### config.mk
export PLATFORM = sky130hd
export DESIGN_NAME = seq_detect_param_flat
export DESIGN_NICKNAME = d
export VERILOG_FILES = /design/src/rtl/seq_detect_param_if.sv /design/src/rtl/seq_detect_param.sv /design/src/flat_wrapper.sv
export SDC_FILE = /design/constraint.sdc
export NUM_CORES = 1
export LEC_CHECK = 0
export BUFFER_PORTS_ARGS = -buffer_cell sky130_fd_sc_hd__buf_4
export CAP_MARGIN = 20
export CORE_MARGIN = 4
export CORE_UTILIZATION = 45
export CTS_BUF_LIST = sky130_fd_sc_hd__clkbuf_4 sky130_fd_sc_hd__clkbuf_8 sky130_fd_sc_hd__clkbuf_16
export DETAILED_ROUTE_END_ITERATION = 16
export PLACE_DENSITY = 0.71
export REMOVE_ABC_BUFFERS = 1
export SLEW_MARGIN = 40
export SYNTH_ARGS = -nofsm -noshare
export SYNTH_HDL_FRONTEND = slang
export SYNTH_SLANG_ARGS = --single-unit
### constraint.sdc
create_clock -name clk -period 2.6 [get_ports clk]
set_clock_uncertainty 0.05 [all_clocks]
set_input_delay 0.52 -clock clk [delete_from_list [all_inputs] [get_ports clk]]
set_output_delay 0.52 -clock clk [all_outputs]
set_load 0.05 [all_outputs]
### src/rtl/seq_detect_param_if.sv
// seq_detect_param_if: serial lane, pattern load and match result bundle for seq_detect_param
interface seq_detect_param_if #(
  parameter int PAT_W = 4,
  parameter int CNT_W = 8
);
  logic             w;
  logic             w_vld;
  logic             overlap;
  logic             pat_ld;
  logic [PAT_W-1:0] pat_in;
  logic             z;
  logic [CNT_W-1:0] match_cnt;
  modport master (output w, w_vld, overlap, pat_ld, pat_in, input z, match_cnt);
  modport slave (input w, w_vld, overlap, pat_ld, pat_in, output z, match_cnt);
endinterface

### src/rtl/seq_detect_param.sv
// seq_detect_param: runtime-loadable serial pattern detector; SEQ_DET_CNT_EN builds the saturating match counter
module seq_detect_param #(
  parameter int               PAT_W   = 4,
  parameter logic [PAT_W-1:0] PAT_RST = 4'b1101,
  parameter int               CNT_W   = 8
) (
  input logic               clk,
  input logic               rst,
  seq_detect_param_if.slave bus
);
  localparam int FW = $clog2(PAT_W + 1);
  logic [PAT_W-1:0] pat, hist, h_nx;
  logic [FW-1:0]    fill, f_nx;
  logic             z, hit, acc;
  always_comb begin
    h_nx = PAT_W'({hist, bus.w});
    f_nx = (fill == FW'(PAT_W)) ? fill : fill + 1'b1;
    hit  = (f_nx == FW'(PAT_W)) && (h_nx == pat);
    acc  = bus.w_vld && !bus.pat_ld;
  end
  // fill gates out bits that arrived before a reset or pattern load
  always_ff @(posedge clk or negedge rst)
    if (!rst) begin
      pat  <= PAT_RST;
      hist <= '0;
      fill <= '0;
      z    <= 1'b0;
    end else if (bus.pat_ld) begin
      pat  <= bus.pat_in;
      hist <= '0;
      fill <= '0;
      z    <= 1'b0;
    end else if (bus.w_vld) begin
      z    <= hit;
      hist <= (hit && !bus.overlap) ? '0 : h_nx;
      fill <= (hit && !bus.overlap) ? '0 : f_nx;
    end
  assign bus.z = z;
`ifdef SEQ_DET_CNT_EN
  logic [CNT_W-1:0] cnt;
  always_ff @(posedge clk or negedge rst)
    if (!rst) cnt <= '0;
    else if (acc && hit && !(&cnt)) cnt <= cnt + 1'b1;
  assign bus.match_cnt = cnt;
`else
  logic unused_acc;
  assign unused_acc    = acc;
  assign bus.match_cnt = '0;
`endif
endmodule

### src/flat_wrapper.sv
// flat-port wrapper written by rule: the top's interface ports become plain ports
module seq_detect_param_flat 
#(
  parameter int               PAT_W   = 4,
  parameter logic [PAT_W-1:0] PAT_RST = 4'b1101,
  parameter int               CNT_W   = 8
)
  (clk, rst, bus_w, bus_w_vld, bus_overlap, bus_pat_ld, bus_pat_in, bus_z, bus_match_cnt);
  seq_detect_param_if #(.PAT_W(PAT_W), .CNT_W(CNT_W)) bus_i ();
  input logic clk;
  input logic rst;
  input wire logic [$bits(bus_i.w)-1:0] bus_w;
  input wire logic [$bits(bus_i.w_vld)-1:0] bus_w_vld;
  input wire logic [$bits(bus_i.overlap)-1:0] bus_overlap;
  input wire logic [$bits(bus_i.pat_ld)-1:0] bus_pat_ld;
  input wire logic [$bits(bus_i.pat_in)-1:0] bus_pat_in;
  output wire logic [$bits(bus_i.z)-1:0] bus_z;
  output wire logic [$bits(bus_i.match_cnt)-1:0] bus_match_cnt;
  assign bus_i.w = bus_w;
  assign bus_i.w_vld = bus_w_vld;
  assign bus_i.overlap = bus_overlap;
  assign bus_i.pat_ld = bus_pat_ld;
  assign bus_i.pat_in = bus_pat_in;
  assign bus_z = bus_i.z;
  assign bus_match_cnt = bus_i.match_cnt;
  seq_detect_param #(.PAT_W(PAT_W), .PAT_RST(PAT_RST), .CNT_W(CNT_W)) u_core (.clk(clk), .rst(rst), .bus(bus_i));
endmodule
==> results.py <==
metrics = {
    "cts": {
        "cts_max_path_buffers": 2,
        "clk_latency_ns": 0.27,
        "cts_sinks": 11,
        "cts_tree": "done",
        "cts-buffers-inserted": 3,
        "hold_buffers": 0,
        "post-cts-setup-buffers": 0,
        "clk_pin_slew_worst_paths_ns": 0.08,
        "cts-root-buf": "clkbuf_4",
        "cts_resized": 0,
        "h-tree-depth": 1,
    },
    "global_routing": {
        "grt_remaining_overflow": 0,
        "grt_usage": 0.122,
        "grt_pass1_wl_mm": 1.86,
        "antenna_found_initial": 0,
        "grt_pass1_vias": 468,
        "grt_max_degree": 15,
    },
    "synth": {
        "yosys_warnings": 0,
        "yosysTopAreaCell": "dfrtp_1",
        "synth-seq-cells": 11,
        "synth_commonest_cells": "buf_4, dfrtp_1, nand2_1",
        "synth.avg_cell_area_um2": 10.4,
        "synth_ff_type": "dfrtp_1",
        "syn_area_um2": 654,
        "async_reset_ff_frac": 1.00,
        "syn_inst": 63,
        "synth_edf_count": 0,
        "yosys.area.top_type_share": 0.306,
        "synth_area_leaders": "dfrtp_1, dfstp_2, buf_4",
        "ys_types": 24,
        "synth-seq-area-share": 0.426,
    },
    "placement": {
        "routabilityCongestion": 0.784,
        "place_area_um2": 707,
        "dp_hpwl_um": 870,
        "numPortBuffers": 10,
        "dp.cells": 85,
    },
    "critical_path": {
        "cp_slowest_cell": "dfrtp_1",
        "worstPathCellList": "inv_1, ha_1, or3b_1, a311oi_2, and3_2, o31ai_1",
        "crit_type": "flop to flop",
        "worst-r2r-cell-count": 6,
        "slowest_delay_ns": 0.41,
        "arrival_ns": 2.04,
        "critPathCaptureType": "flop",
        "cp_max_fo": 4,
        "worstSetupStartpointType": "flop",
        "critPathRequiredTime_ns": 2.70,
    },
    "floorplan": {
        "ioPinCount": 19,
        "core_mm2": 0.00133,
        "initial_core_util": 0.491,
        "die_w_um": 46.1,
        "fp.dieH_um": 46.1,
        "num_rows": 13,
        "die_area_mm2": 0.00213,
    },
    "sta": {
        "setup_viol": 0,
        "finalCriticalPeriod_ns": 1.94,
        "fin_tns_setup_ns": 0,
        "slew_violations": 0,
        "finalHoldViolCount": 0,
        "rsz0062_at_grt": "no",
        "finalCritPeriodShare": 0.746,
        "fmax_ghz": 0.516,
    },
    "power_and_ir_drop": {
        "vdd_ir_drop_max_uv": 337,
        "p_per_area_mw_per_mm2": 559,
        "p_leak_uw": 0.000344,
    },
    "drt": {
        "ant_nets": 0,
        "wl_per_cell_um": 12.5,
        "wl_mm": 1.12,
        "vias": 458,
        "first_pass_iters": 4,
        "avgViaCountPerCell": 5.15,
        "dr.first_iter.drc_count": 5,
        "drc": 0,
    },
    "outcome": {
        "status": "completed",
    },
    "final_layout": {
        "final_area_um2": 737,
        "antenna_cells": 0,
        "fin_cells": 89,
        "fin_nets": 87,
        "layout-drive-gt1-share": 0.351,
        "syn2layout_area_growth_pct": 12.6,
    },
    "worst_hold_path": {
        "holdCritPathClass": "primary input to asynchronous set/reset pin",
    },
    "run": {
        "max_cap_violations": 0,
    },
}
[placed cells by master, fill, tap and decap left out, types with 2 or more instances in the layout]
master / netlist / layout
nand2_1: 5 / 5
dfrtp_1: 8 / 8
mux2_2: 4 / 4
ha_1: 2 / 2
o31ai_1: 3 / 3
xor2_1: 4 / 4
a21oi_1: 3 / 3
buf_4: 8 / 10
nor2_1: 4 / 4
or3b_2: 3 / 3
conb_1: 1 / 8
clkbuf_4: 0 / 4
inv_1: 2 / 2
nand2b_1: 2 / 2
dfstp_2: 3 / 3
[logic make-up (layout without fill, tap and decap cells)]
family | Yosys count | count (layout) | synth area share
buffers and inverters | 12 | 16 | 0.115
adder cells (fa/ha/maj) | 2 | 2 | 0.0382
multiplexers | 5 | 5 | 0.0841
other | 1 | 8 | 0.00573
AND/OR/NAND/NOR | 19 | 19 | 0.168
AO/OA/AOI/OAI | 8 | 8 | 0.0956
flip-flops | 11 | 11 | 0.426
XOR/XNOR | 5 | 5 | 0.0669
[area by class of cell]
| type | instances | area (um^2) |
|---|---|---|
| Tap cell | 15 | 18.8 |
| Fill cell | 121 | 597 |
| Sequential cell | 11 | 279 |
| Multi-Input combinational cell | 47 | 327 |
| Clock buffer | 4 | 30.0 |
| Inverter | 2 | 7.51 |
| Timing Repair Buffer | 10 | 75.1 |
[stage by stage]
stage | total power, uW | hold slack (ns) | utilization | setup slack (ns)
CTS | 420 | 0.0110 | 0.553 | 0.654
detailed placement | 287 | 0.313 | 0.530 | 0.671
global placement | 284 | 0.310 | 0.530 | 0.757
finish | 412 | 0.0142 | 0.553 | 0.660
floorplan | 258 | 0.174 | - | 0.818
global route | 435 | 0.0207 | 0.553 | 0.604
[report_power, final]
group          switching (uW)  leakage (uW)  internal [uW]  total (uW)
Combinational            55.9      0.000187           31.7        87.6
Sequential               9.14      0.000139            186         195
Clock                    59.7     0.0000184           69.8         130
[state kept, by name, summed over array words and instances, names as in the netlist]
signal	count
u_core.pat	4
u_core.fill	3
u_core.hist	3
u_core.bus.z	1
[layer usage]
layer  track usage  vias to the layer above  routed length [um]
met5             0                        -                   0
met4        0.0511                        0                   9
met3        0.0234                        2                  79
met2         0.214                       17                 536
met1         0.143                      217                 490
li1              -                      222                   -
[final timing paths]
check                                      startpoint                    endpoint  slack, ns
setup reg to reg           u_core.fill[0]$_DFFE_PN0P_  u_core.hist[2]$_DFFE_PN0P_       0.66
max in group asynchronous                         rst   u_core.pat[2]$_DFFE_PN1P_       2.25
setup / recovery           u_core.fill[0]$_DFFE_PN0P_  u_core.hist[2]$_DFFE_PN0P_       0.66
hold / removal                                    rst  u_core.fill[2]$_DFFE_PN0P_       0.01
hold reg to reg              u_core.bus.z$_DFFE_PN0P_    u_core.bus.z$_DFFE_PN0P_       0.49
min in group clk                        bus_pat_in[3]   u_core.pat[3]$_DFFE_PN1P_       0.43
[critical path: cells and delay by family, from the launching register on]
family / cells / cell delay, ns
AND/OR/NAND/NOR: 2 / 0.67
AO/OA/AOI/OAI: 2 / 0.35
adder cells (fa/ha/maj): 1 / 0.24
buffers and inverters: 1 / 0.09
flip-flops: 1 / 0.41
(Power assumes the default switching activity.)
